**config.mk**
```make
export PLATFORM = sky130hd
export DESIGN_NAME = jtag_ir_dr_chain
export DESIGN_NICKNAME = d
export VERILOG_FILES = /design/src/rtl/jtag_pkg.sv /design/src/rtl/jtag_shift_reg.sv /design/src/rtl/jtag_ir_dr_chain.sv
export SDC_FILE = /design/constraint.sdc
export NUM_CORES = 1
export LEC_CHECK = 0
export ABC_AREA = 1
export BUFFER_PORTS_ARGS = -buffer_cell sky130_fd_sc_hd__buf_2
export CAP_MARGIN = 20
export CORE_MARGIN = 2
export CORE_UTILIZATION = 55
export DETAILED_ROUTE_END_ITERATION = 8
export GPL_TIMING_DRIVEN = 0
export PLACE_DENSITY = 0.82
export RECOVER_POWER = 100
export SYNTH_ARGS = -nofsm -noshare
export SYNTH_HDL_FRONTEND = slang
export SYNTH_SLANG_ARGS = --single-unit
```
**constraint.sdc**
```tcl
create_clock -name tck -period 1.5 [get_ports tck]
set_clock_uncertainty 0.05 [all_clocks]
set_input_delay 0.075 -clock tck [delete_from_list [all_inputs] [get_ports tck]]
set_output_delay 0.075 -clock tck [all_outputs]
set_load 0.01 [all_outputs]
```
**src/rtl/jtag_pkg.sv**
```systemverilog
// Shared constants and types for the JTAG instruction/data register chain.
// Opcodes here are the 4-bit defaults; the top resizes them to its IR width.
package jtag_pkg;

    localparam int unsigned IR_WIDTH_DEFAULT = 4;

    localparam logic [3:0] OPC_IDCODE = 4'h1;
    localparam logic [3:0] OPC_USER   = 4'h2;
    localparam logic [3:0] OPC_BYPASS = 4'hF;

    typedef enum logic [1:0] {
        DR_BYPASS = 2'd0,
        DR_IDCODE = 2'd1,
        DR_USER   = 2'd2
    } dr_sel_e;

endpackage

```
**src/rtl/jtag_shift_reg.sv**
```systemverilog
// Capture/shift/update register used for IR, IDCODE and USER.
// Shifts LSB first toward o_lsb; the update stage only changes on i_update or i_update_load_reset.
module jtag_shift_reg #(
    parameter int unsigned      WIDTH        = 32,
    parameter logic [WIDTH-1:0] UPDATE_RESET = '0
) (
    input  logic             clk,
    input  logic             rst,
    input  logic             i_capture,
    input  logic             i_shift,
    input  logic             i_update,
    input  logic             i_update_load_reset,
    input  logic             i_tdi,
    input  logic [WIDTH-1:0] i_capture_value,
    output logic             o_lsb,
    output logic [WIDTH-1:0] o_update,
    output logic             o_update_strobe
);

    logic [WIDTH-1:0] r_sr;
    logic [WIDTH-1:0] r_update;
    logic             r_update_strobe;

    // Capture wins over shift so a multi-hot state input still leaves a defined value.
    always_ff @(posedge clk) begin
        if (rst) begin
            r_sr            <= '0;
            r_update        <= UPDATE_RESET;
            r_update_strobe <= 1'b0;
        end else begin
            r_update_strobe <= i_update & ~i_update_load_reset;
            if (i_capture) begin
                r_sr <= i_capture_value;
            end else if (i_shift) begin
                r_sr <= {i_tdi, r_sr[WIDTH-1:1]};
            end
            if (i_update_load_reset) begin
                r_update <= UPDATE_RESET;
            end else if (i_update) begin
                r_update <= r_sr;
            end
        end
    end

    assign o_lsb           = r_sr[0];
    assign o_update        = r_update;
    assign o_update_strobe = r_update_strobe;

endmodule

```
**src/rtl/jtag_ir_dr_chain.sv**
```systemverilog
// JTAG instruction register plus BYPASS, IDCODE and USER data registers,
// driven by the TAP controller's one-hot state levels; drives tdo/tdo_en to the pins.
module jtag_ir_dr_chain #(
    parameter int unsigned         IR_WIDTH     = jtag_pkg::IR_WIDTH_DEFAULT,
    parameter logic [31:0]         IDCODE_VALUE = 32'h1000_0001,
    parameter logic [IR_WIDTH-1:0] OPC_IDCODE   = IR_WIDTH'(jtag_pkg::OPC_IDCODE),
    parameter logic [IR_WIDTH-1:0] OPC_USER     = IR_WIDTH'(jtag_pkg::OPC_USER),
    parameter int unsigned         USER_WIDTH   = 32
) (
    input  logic                  tck,
    input  logic                  trst,
    input  logic                  tdi,
    input  logic                  state_tlr,
    input  logic                  state_capturedr,
    input  logic                  state_captureir,
    input  logic                  state_shiftdr,
    input  logic                  state_shiftir,
    input  logic                  state_updatedr,
    input  logic                  state_updateir,
    input  logic [USER_WIDTH-1:0] user_capture,
    output logic                  tdo,
    output logic                  tdo_en,
    output logic [IR_WIDTH-1:0]   ir,
    output logic [USER_WIDTH-1:0] user_update,
    output logic                  user_update_strobe
);

    import jtag_pkg::*;

    // IEEE 1149.1 requires the two IR bits nearest tdo to capture as 2'b01.
    localparam logic [IR_WIDTH-1:0] IR_CAPTURE = IR_WIDTH'(2'b01);

    dr_sel_e               w_dr_sel;
    logic [IR_WIDTH-1:0]   w_ir;
    logic                  w_ir_lsb;
    logic                  w_idcode_lsb;
    logic                  w_user_lsb;
    logic                  w_idcode_capture;
    logic                  w_idcode_shift;
    logic                  w_user_capture;
    logic                  w_user_shift;
    logic                  w_user_update;
    logic                  w_tdo;
    logic                  w_ir_strobe_unused;
    logic                  w_idcode_strobe_unused;
    logic [31:0]           w_idcode_update_unused;
    logic                  r_bypass;

    // Decoded from the updated instruction only, so an IR shift never moves the selection.
    always_comb begin
        if (w_ir == OPC_IDCODE) begin
            w_dr_sel = DR_IDCODE;
        end else if (w_ir == OPC_USER) begin
            w_dr_sel = DR_USER;
        end else begin
            w_dr_sel = DR_BYPASS;
        end
    end

    assign w_idcode_capture = state_capturedr & (w_dr_sel == DR_IDCODE);
    assign w_idcode_shift   = state_shiftdr   & (w_dr_sel == DR_IDCODE);
    assign w_user_capture   = state_capturedr & (w_dr_sel == DR_USER);
    assign w_user_shift     = state_shiftdr   & (w_dr_sel == DR_USER);
    assign w_user_update    = state_updatedr  & (w_dr_sel == DR_USER);

    jtag_shift_reg #(
        .WIDTH        (IR_WIDTH),
        .UPDATE_RESET (OPC_IDCODE)
    ) u_ir (
        .clk                 (tck),
        .rst                 (trst),
        .i_capture           (state_captureir),
        .i_shift             (state_shiftir),
        .i_update            (state_updateir),
        .i_update_load_reset (state_tlr),
        .i_tdi               (tdi),
        .i_capture_value     (IR_CAPTURE),
        .o_lsb               (w_ir_lsb),
        .o_update            (w_ir),
        .o_update_strobe     (w_ir_strobe_unused)
    );

    // IDCODE has no update stage of its own; its update port stays at reset.
    jtag_shift_reg #(
        .WIDTH        (32),
        .UPDATE_RESET (32'h0)
    ) u_idcode (
        .clk                 (tck),
        .rst                 (trst),
        .i_capture           (w_idcode_capture),
        .i_shift             (w_idcode_shift),
        .i_update            (1'b0),
        .i_update_load_reset (1'b0),
        .i_tdi               (tdi),
        .i_capture_value     (IDCODE_VALUE),
        .o_lsb               (w_idcode_lsb),
        .o_update            (w_idcode_update_unused),
        .o_update_strobe     (w_idcode_strobe_unused)
    );

    // Test-Logic-Reset leaves the USER update value alone; only trst clears it.
    jtag_shift_reg #(
        .WIDTH        (USER_WIDTH),
        .UPDATE_RESET ('0)
    ) u_user (
        .clk                 (tck),
        .rst                 (trst),
        .i_capture           (w_user_capture),
        .i_shift             (w_user_shift),
        .i_update            (w_user_update),
        .i_update_load_reset (1'b0),
        .i_tdi               (tdi),
        .i_capture_value     (user_capture),
        .o_lsb               (w_user_lsb),
        .o_update            (user_update),
        .o_update_strobe     (user_update_strobe)
    );

    always_ff @(posedge tck) begin
        if (trst) begin
            r_bypass <= 1'b0;
        end else if (w_dr_sel == DR_BYPASS) begin
            if (state_capturedr) begin
                r_bypass <= 1'b0;
            end else if (state_shiftdr) begin
                r_bypass <= tdi;
            end
        end
    end

    // Combinational so the bit is ready before the edge ending the shift cycle.
    always_comb begin
        w_tdo = 1'b0;
        if (state_shiftir) begin
            w_tdo = w_ir_lsb;
        end else if (state_shiftdr) begin
            case (w_dr_sel)
                DR_IDCODE: w_tdo = w_idcode_lsb;
                DR_USER:   w_tdo = w_user_lsb;
                default:   w_tdo = r_bypass;
            endcase
        end
    end

    assign tdo    = w_tdo;
    assign tdo_en = state_shiftir | state_shiftdr;
    assign ir     = w_ir;

endmodule

```
Word-level counts from Yosys, hierarchy flattened --
Index checks and enable logic that the tools add are counted.
Word-level totals: bits in registers 106, bits of input ports 42, output and inout bits 39, word-level logic and storage cells 41
Operators by class: equal/unequal tests 4, multiplexer cells 13, bitwise operators 6, reductions and logical operators 9
Operators by type and width (number):
- 32-bit two-way mux | 2
- 29-bit two-way mux | 2
- 2-bit nonzero test | 4
- 1-bit two-way mux | 6
- 2-bit OR reduction | 3
- 1-bit AND | 5
- 4-bit by 1-bit equality test with 1-bit output, second input constant | 1
- 4-bit by 2-bit equality test with 1-bit output, second input constant | 1
- 2-bit two-way mux | 2
- 2-bit by 1-bit equality test with 1-bit output, second input constant | 1
- 2-bit equality test, second input constant | 1
- 2-bit logical NOT | 1
- 1-bit one-hot mux with 2 select lines | 1
- 2-bit AND reduction | 1
- 1-bit bitwise OR | 1

Logic depth before layout (Yosys ltp) --
depth in word-level cells 7, mapped depth 8, depth with buffers taken out 8

By module --
From an unflattened synthesis, not the netlist that was laid out.
Second synthesis, totals: cells, all modules 920, area total of the unflattened synthesis 6192.2 um2
Modules (own cells, without submodules):
- jtag_shift_reg (u_idcode ...) | instances 2, cells each 414, area an instance 2824.0 um2, sequential area each 1301.2 um2
- jtag_shift_reg (u_ir) | instances 1, cells each 53, area an instance 361.6 um2, sequential area each 180.2 um2
- jtag_ir_dr_chain | instances 1, cells each 39, area an instance 182.7 um2, sequential area each 20.0 um2

Least setup slack after synthesis --
No wires, ideal clock.
kind register to register, from reg u_ir.r_update[0] (netlist: u_ir.o_update[0]), to reg u_idcode.r_sr[10], library setup time 0.120 ns, data arrival time 1.218 ns, required time 1.330 ns, path slack 0.113 ns, cell stages (with the launch flop) 7, buffers on the path 1, period minus slack after synthesis 1.387 ns, cell sequence dfxtp_1 > inv_1 > nor2_2 > nand3_1 > clkbuf_1 > nand2_1 > a21oi_1
Between the ends: longest elaborated chain between the ends 6, elaborated cells between the ends (all ways) 8, classes of those cells 3 x eq/ne; 2 x mux; 2 x bitwise; 1 x reduce/logical
Ends and longest elaborated chain:
- from (decl) | line jtag_shift_reg.sv:21 | logic [WIDTH-1:0] r_update;
- from (signal assigned) | line jtag_shift_reg.sv:40 | r_update <= r_sr;
- 4-bit by 2-bit equality test with 1-bit output | line jtag_ir_dr_chain.sv:53 | end else if (w_ir == OPC_USER) begin
- 2-bit two-way mux | line jtag_ir_dr_chain.sv:53
- 2-bit two-way mux (*) | line jtag_ir_dr_chain.sv:51 | if (w_ir == OPC_IDCODE) begin
- 2-bit by 1-bit equality test with 1-bit output (*) | line jtag_ir_dr_chain.sv:60, jtag_ir_dr_chain.sv:61
- 1-bit AND | line jtag_ir_dr_chain.sv:60 | assign w_idcode_capture = state_capturedr & (w_dr_sel == DR_IDCODE);
- 2-bit OR reduction (no source line)
- to (signal assigned) | line jtag_shift_reg.sv:33 | r_sr <= i_capture_value;
- to (signal assigned) | line jtag_shift_reg.sv:35 | r_sr <= {i_tdi, r_sr[WIDTH-1:1]};
- to (decl) | line jtag_shift_reg.sv:20 | logic [WIDTH-1:0] r_sr;
Mark *: on every way between the ends. The rest lies on a longest branch, timed or not. A chain may end at the register's enable or synchronous reset.

Worst setup path in the final report --
from reg u_ir.r_update[3] (netlist: u_ir.o_update[3]), to out tdo
Between the ends: longest elaborated chain between the ends 7, elaborated cells between the ends (all ways) 9, classes of those cells 4 x eq/ne; 5 x mux
Ends and longest elaborated chain:
- 4-bit by 2-bit equality test with 1-bit output | line jtag_ir_dr_chain.sv:53
- 2-bit two-way mux | line jtag_ir_dr_chain.sv:53
- 2-bit two-way mux (*) | line jtag_ir_dr_chain.sv:51
- 2-bit equality test or 2-bit by 1-bit equality test with 1-bit output (tied branches) | line jtag_ir_dr_chain.sv:137 | case (w_dr_sel)
- 1-bit one-hot mux with 2 select lines (*) | line jtag_ir_dr_chain.sv:137
- 1-bit two-way mux (*) | line jtag_ir_dr_chain.sv:136 | end else if (state_shiftdr) begin
- 1-bit two-way mux (*) | line jtag_ir_dr_chain.sv:134 | if (state_shiftir) begin
- to (decl) | line jtag_ir_dr_chain.sv:21 | output logic tdo,
Marks and branches as above.

==> flow_summary.ini <==
[clock_network]
cts.htree.levels = 3
numClockSinks = 106
cts_inserted_buffers = 9
cts_tree = done
clock_latency_ns = 0.37
clk_pin_slew_ns = 0.10
ctsRootBufferMaster = clkbuf_8
cts_buffer_depth = 2

[logic_synthesis]
yosysMostFrequentCell = nand2_1
syn_area_per_cell_um2 = 7.022
synthCells = 634
syn-cell-area_um2 = 4452
async_flop_share_pct = 0
ys_top_cells_by_area = dfxtp_1 (48%), nand2_1 (20%), a21oi_1 (11%)
yosysUniqueCellTypes = 17
synth-seq-cells = 106
yosys.area.top_type_share_pct = 47.67
synthMuxAreaShare_pct = 0
ys_seq_area_share_pct = 47.67
synth_ff_type = dfxtp_1
synth.net_count = 676
synth_top_family_by_area = simple AND/OR/NAND/NOR gates
synthAdderAreaFrac_pct = 0
synth_edf_count = 0
yosys.area.top_type = dfxtp_1
synth_compound_area_share_pct = 11.80
synth_warnings = 0
synthTopCellsByCount = nand2_1 (243), dfxtp_1 (106), a21oi_1 (98)
synth_xor_area_share_pct = 0
synthSimpleGateAreaFrac_pct = 32.29

[grt]
track_usage_pct = 25.00
grtUsageMet1_pct = 32.21
use_met2_pct = 41.25
grt_pass1_vias = 4034
antenna_found_initial = 0
grt_most_used_layer = met2
grt_pass1_wl_um = 17720
met3_usage_pct = 4.254
grt_start_max_net_pins = 17
gr-total-overflow = 0

[outcome]
violations = hold timing, setup timing
outcome = complete, but fails checks

[cells_and_area]
multi_input_area_um2 = 2031
drive_gt1_share_pct = 20.67
finalInstanceArea_um2 = 5479
nNetsFinal = 787
register_area_um2 = 2132
syn_to_final_growth_pct = 23.07
n_antenna_cell = 0
fillers = 624

[floorplanning]
fp.coreArea_um2 = 7767
die_w_um = 93.97
io_pins = 81
rows = 32
fp.dieArea_um2 = 8829
die_y_um = 93.97
initial_core_util_pct = 57.31

[power_and_ir_drop]
p_int_w = 0.003894
switching_power_w = 0.001235
power.share.clock_pct = 35.5
switching_share_pct = 24.08
combPwrFrac_pct = 8.9
powerDensity_nw_per_um2 = 936.2
p_leak_nw = 2.421
pwr-share-seq_pct = 55.6
vdd_ir_drop_max_uv = 687.7

[worst_hold_path]
holdCritStartpoint = state_updatedr
hold_path.class = primary input to register
whs_path_depth = 3
min_to = u_user.o_update_strobe

[routing]
antenna_left = 0
viasPerCell = 5.217
routed_wl_um = 11340
post_drt_wl_per_cell_um = 13.31
drt_pre_antenna_iters = 4
num_vias = 4445
drt_iter0_drc = 239
route.detailed.drc = 0

[critical_path]
worst_r2r_endpoint = u_idcode.r_sr[17]
cp-start-kind = register
critPathMostFrequentCell = nand2_1
worstPathArrival_ns = 1.57
crit_required_ns = 1.37
cp-end-kind = primary output
path_class = register to primary output
reg2reg_depth = 7
crit_slowest_cell = dfxtp_2
max_stage_delay_ns = 0.34
worstReg2RegStart = u_ir.o_update[0]
worstPathMaxFanout = 5
crit_chain = nor2_4 -> buf_6 -> nand3_2 -> nand2_1 -> inv_1 -> nand2_1 -> nand2_1 -> nand2_1 -> buf_2
regToRegSetupSlack_ns = 0

[sta]
relSlewSlack_pct = 66.13
hold_viol = 1
fin_hold_ws_ns = -0.0001716
slew_viol_final = 0
finalCritPeriodShare_pct = 113.1
setup_slack_ns = -0.1959
layout_min_cycle_time_ns = 1.696
worstMarginPinSlew_ns = 0.5080
setup_violations = 2
rsz0062_at_grt = yes
fmax_mhz = 589.7

[placement]
pre_cts_slack_ns = -0.1674
post-dp-hpwl_um = 7286
gp_congestion = 0.8614
placed_cell_area_um2 = 4970
io_buffer_count = 78

[flow_run]
maxCapViolCount = 0
## cells in the final DEF (no fill, tap or decap), drive strengths merged, types with 2 or more instances in the layout
cell / n
dfxtp: 106
clkinv: 2
nand4: 33
a21oi: 98
or2: 32
dlygate4sd3: 13
inv: 49
clkbuf: 59
o21ai: 4
nand2: 243
nor2: 13
nand3: 12
buf: 83
## sequential cells by signal (all words and copies together), names as in the netlist
| name | flops |
|---|---|
| u_idcode.r_sr | 32 |
| u_user.o_update | 32 |
| u_user.r_sr | 32 |
| u_ir.o_update | 4 |
| u_ir.r_sr | 4 |
| r_bypass | 1 |
| u_user.o_update_strobe | 1 |
## worst max-delay path by stage
stage | from | end | slack, ns | depth (start not counted)
floorplan | u_ir.o_update[0] | u_idcode.r_sr[10] | 0.11 | 6
detailed placement | u_ir.o_update[0] | u_idcode.r_sr[17] | -0.17 | 6
CTS | u_ir.o_update[2] | tdo | -0.08 | 9
global placement | u_ir.o_update[3] | u_user.o_update[2] | -0.10 | 6
global route | u_ir.o_update[3] | tdo | -0.24 | 9
finish | u_ir.o_update[3] | tdo | -0.20 | 9
## metal layers
metal / wire length (um) / vias to the layer above
li1: - / 2238
met5: 0 / -
met3: 579 / 25
met4: 282 / 0
met2: 5524 / 157
met1: 4955 / 2025
## power groups by stage
stage	clock, W	sequential, W	combinational [W]
floorplan	0	0.00291	0.000233
global placement	0	0.00291	0.000355
detailed placement	0	0.00292	0.000361
CTS	0.00182	0.00285	0.000413
global route	0.00193	0.00286	0.000498
finish	0.00182	0.00285	0.000458
## cell type report
| type | count | area share [%] |
|---|---|---|
| Tap cell | 102 | 2.329 |
| Multi-Input combinational cell | 437 | 37.06 |
| Inverter | 49 | 3.403 |
| Buffer | 42 | 4.499 |
| Sequential cell | 106 | 38.91 |
| Timing Repair Buffer | 100 | 10.03 |
| Clock buffer | 13 | 2.900 |
| Clock inverter | 3 | 0.8678 |
## cell families after synthesis
family | count (synthesis)
AOI/OAI and AO/OA | 104
buffers and inverters | 91
DFF | 106
and+or+nand+nor | 333
## critical path, delay by kind of cell (launching register included)
family        cells  cell delay (ns)
flops             1             0.34
buf+inv           3             0.32
simple gates      6             0.55
## what timing repair did
item                                    in CTS  in global routing
resized for setup                           21                 49
pin swaps                                    4                  4
hold buffers                                13                  0
endpoints found under the setup margin      92                 93
endpoints found under the hold margin       15                  0
setup buffers                                6                  3
## stage by stage
stage               util (%)  setup TNS [ns]  cells  hold WS [ns]  power (W)
floorplan                  -               0    634        0.1185   0.003148
finish                 70.54         -0.2607    852    -0.0001716   0.005130
detailed placement     63.98          -7.815    814        0.2897   0.003278
global route           70.54          -2.190    852      0.007891   0.005284
CTS                    69.52        -0.08067    849     0.0005479   0.005083
global placement       63.98          -4.851    814        0.2782   0.003269
No activity file was read; power rests on OpenSTA's default activity.
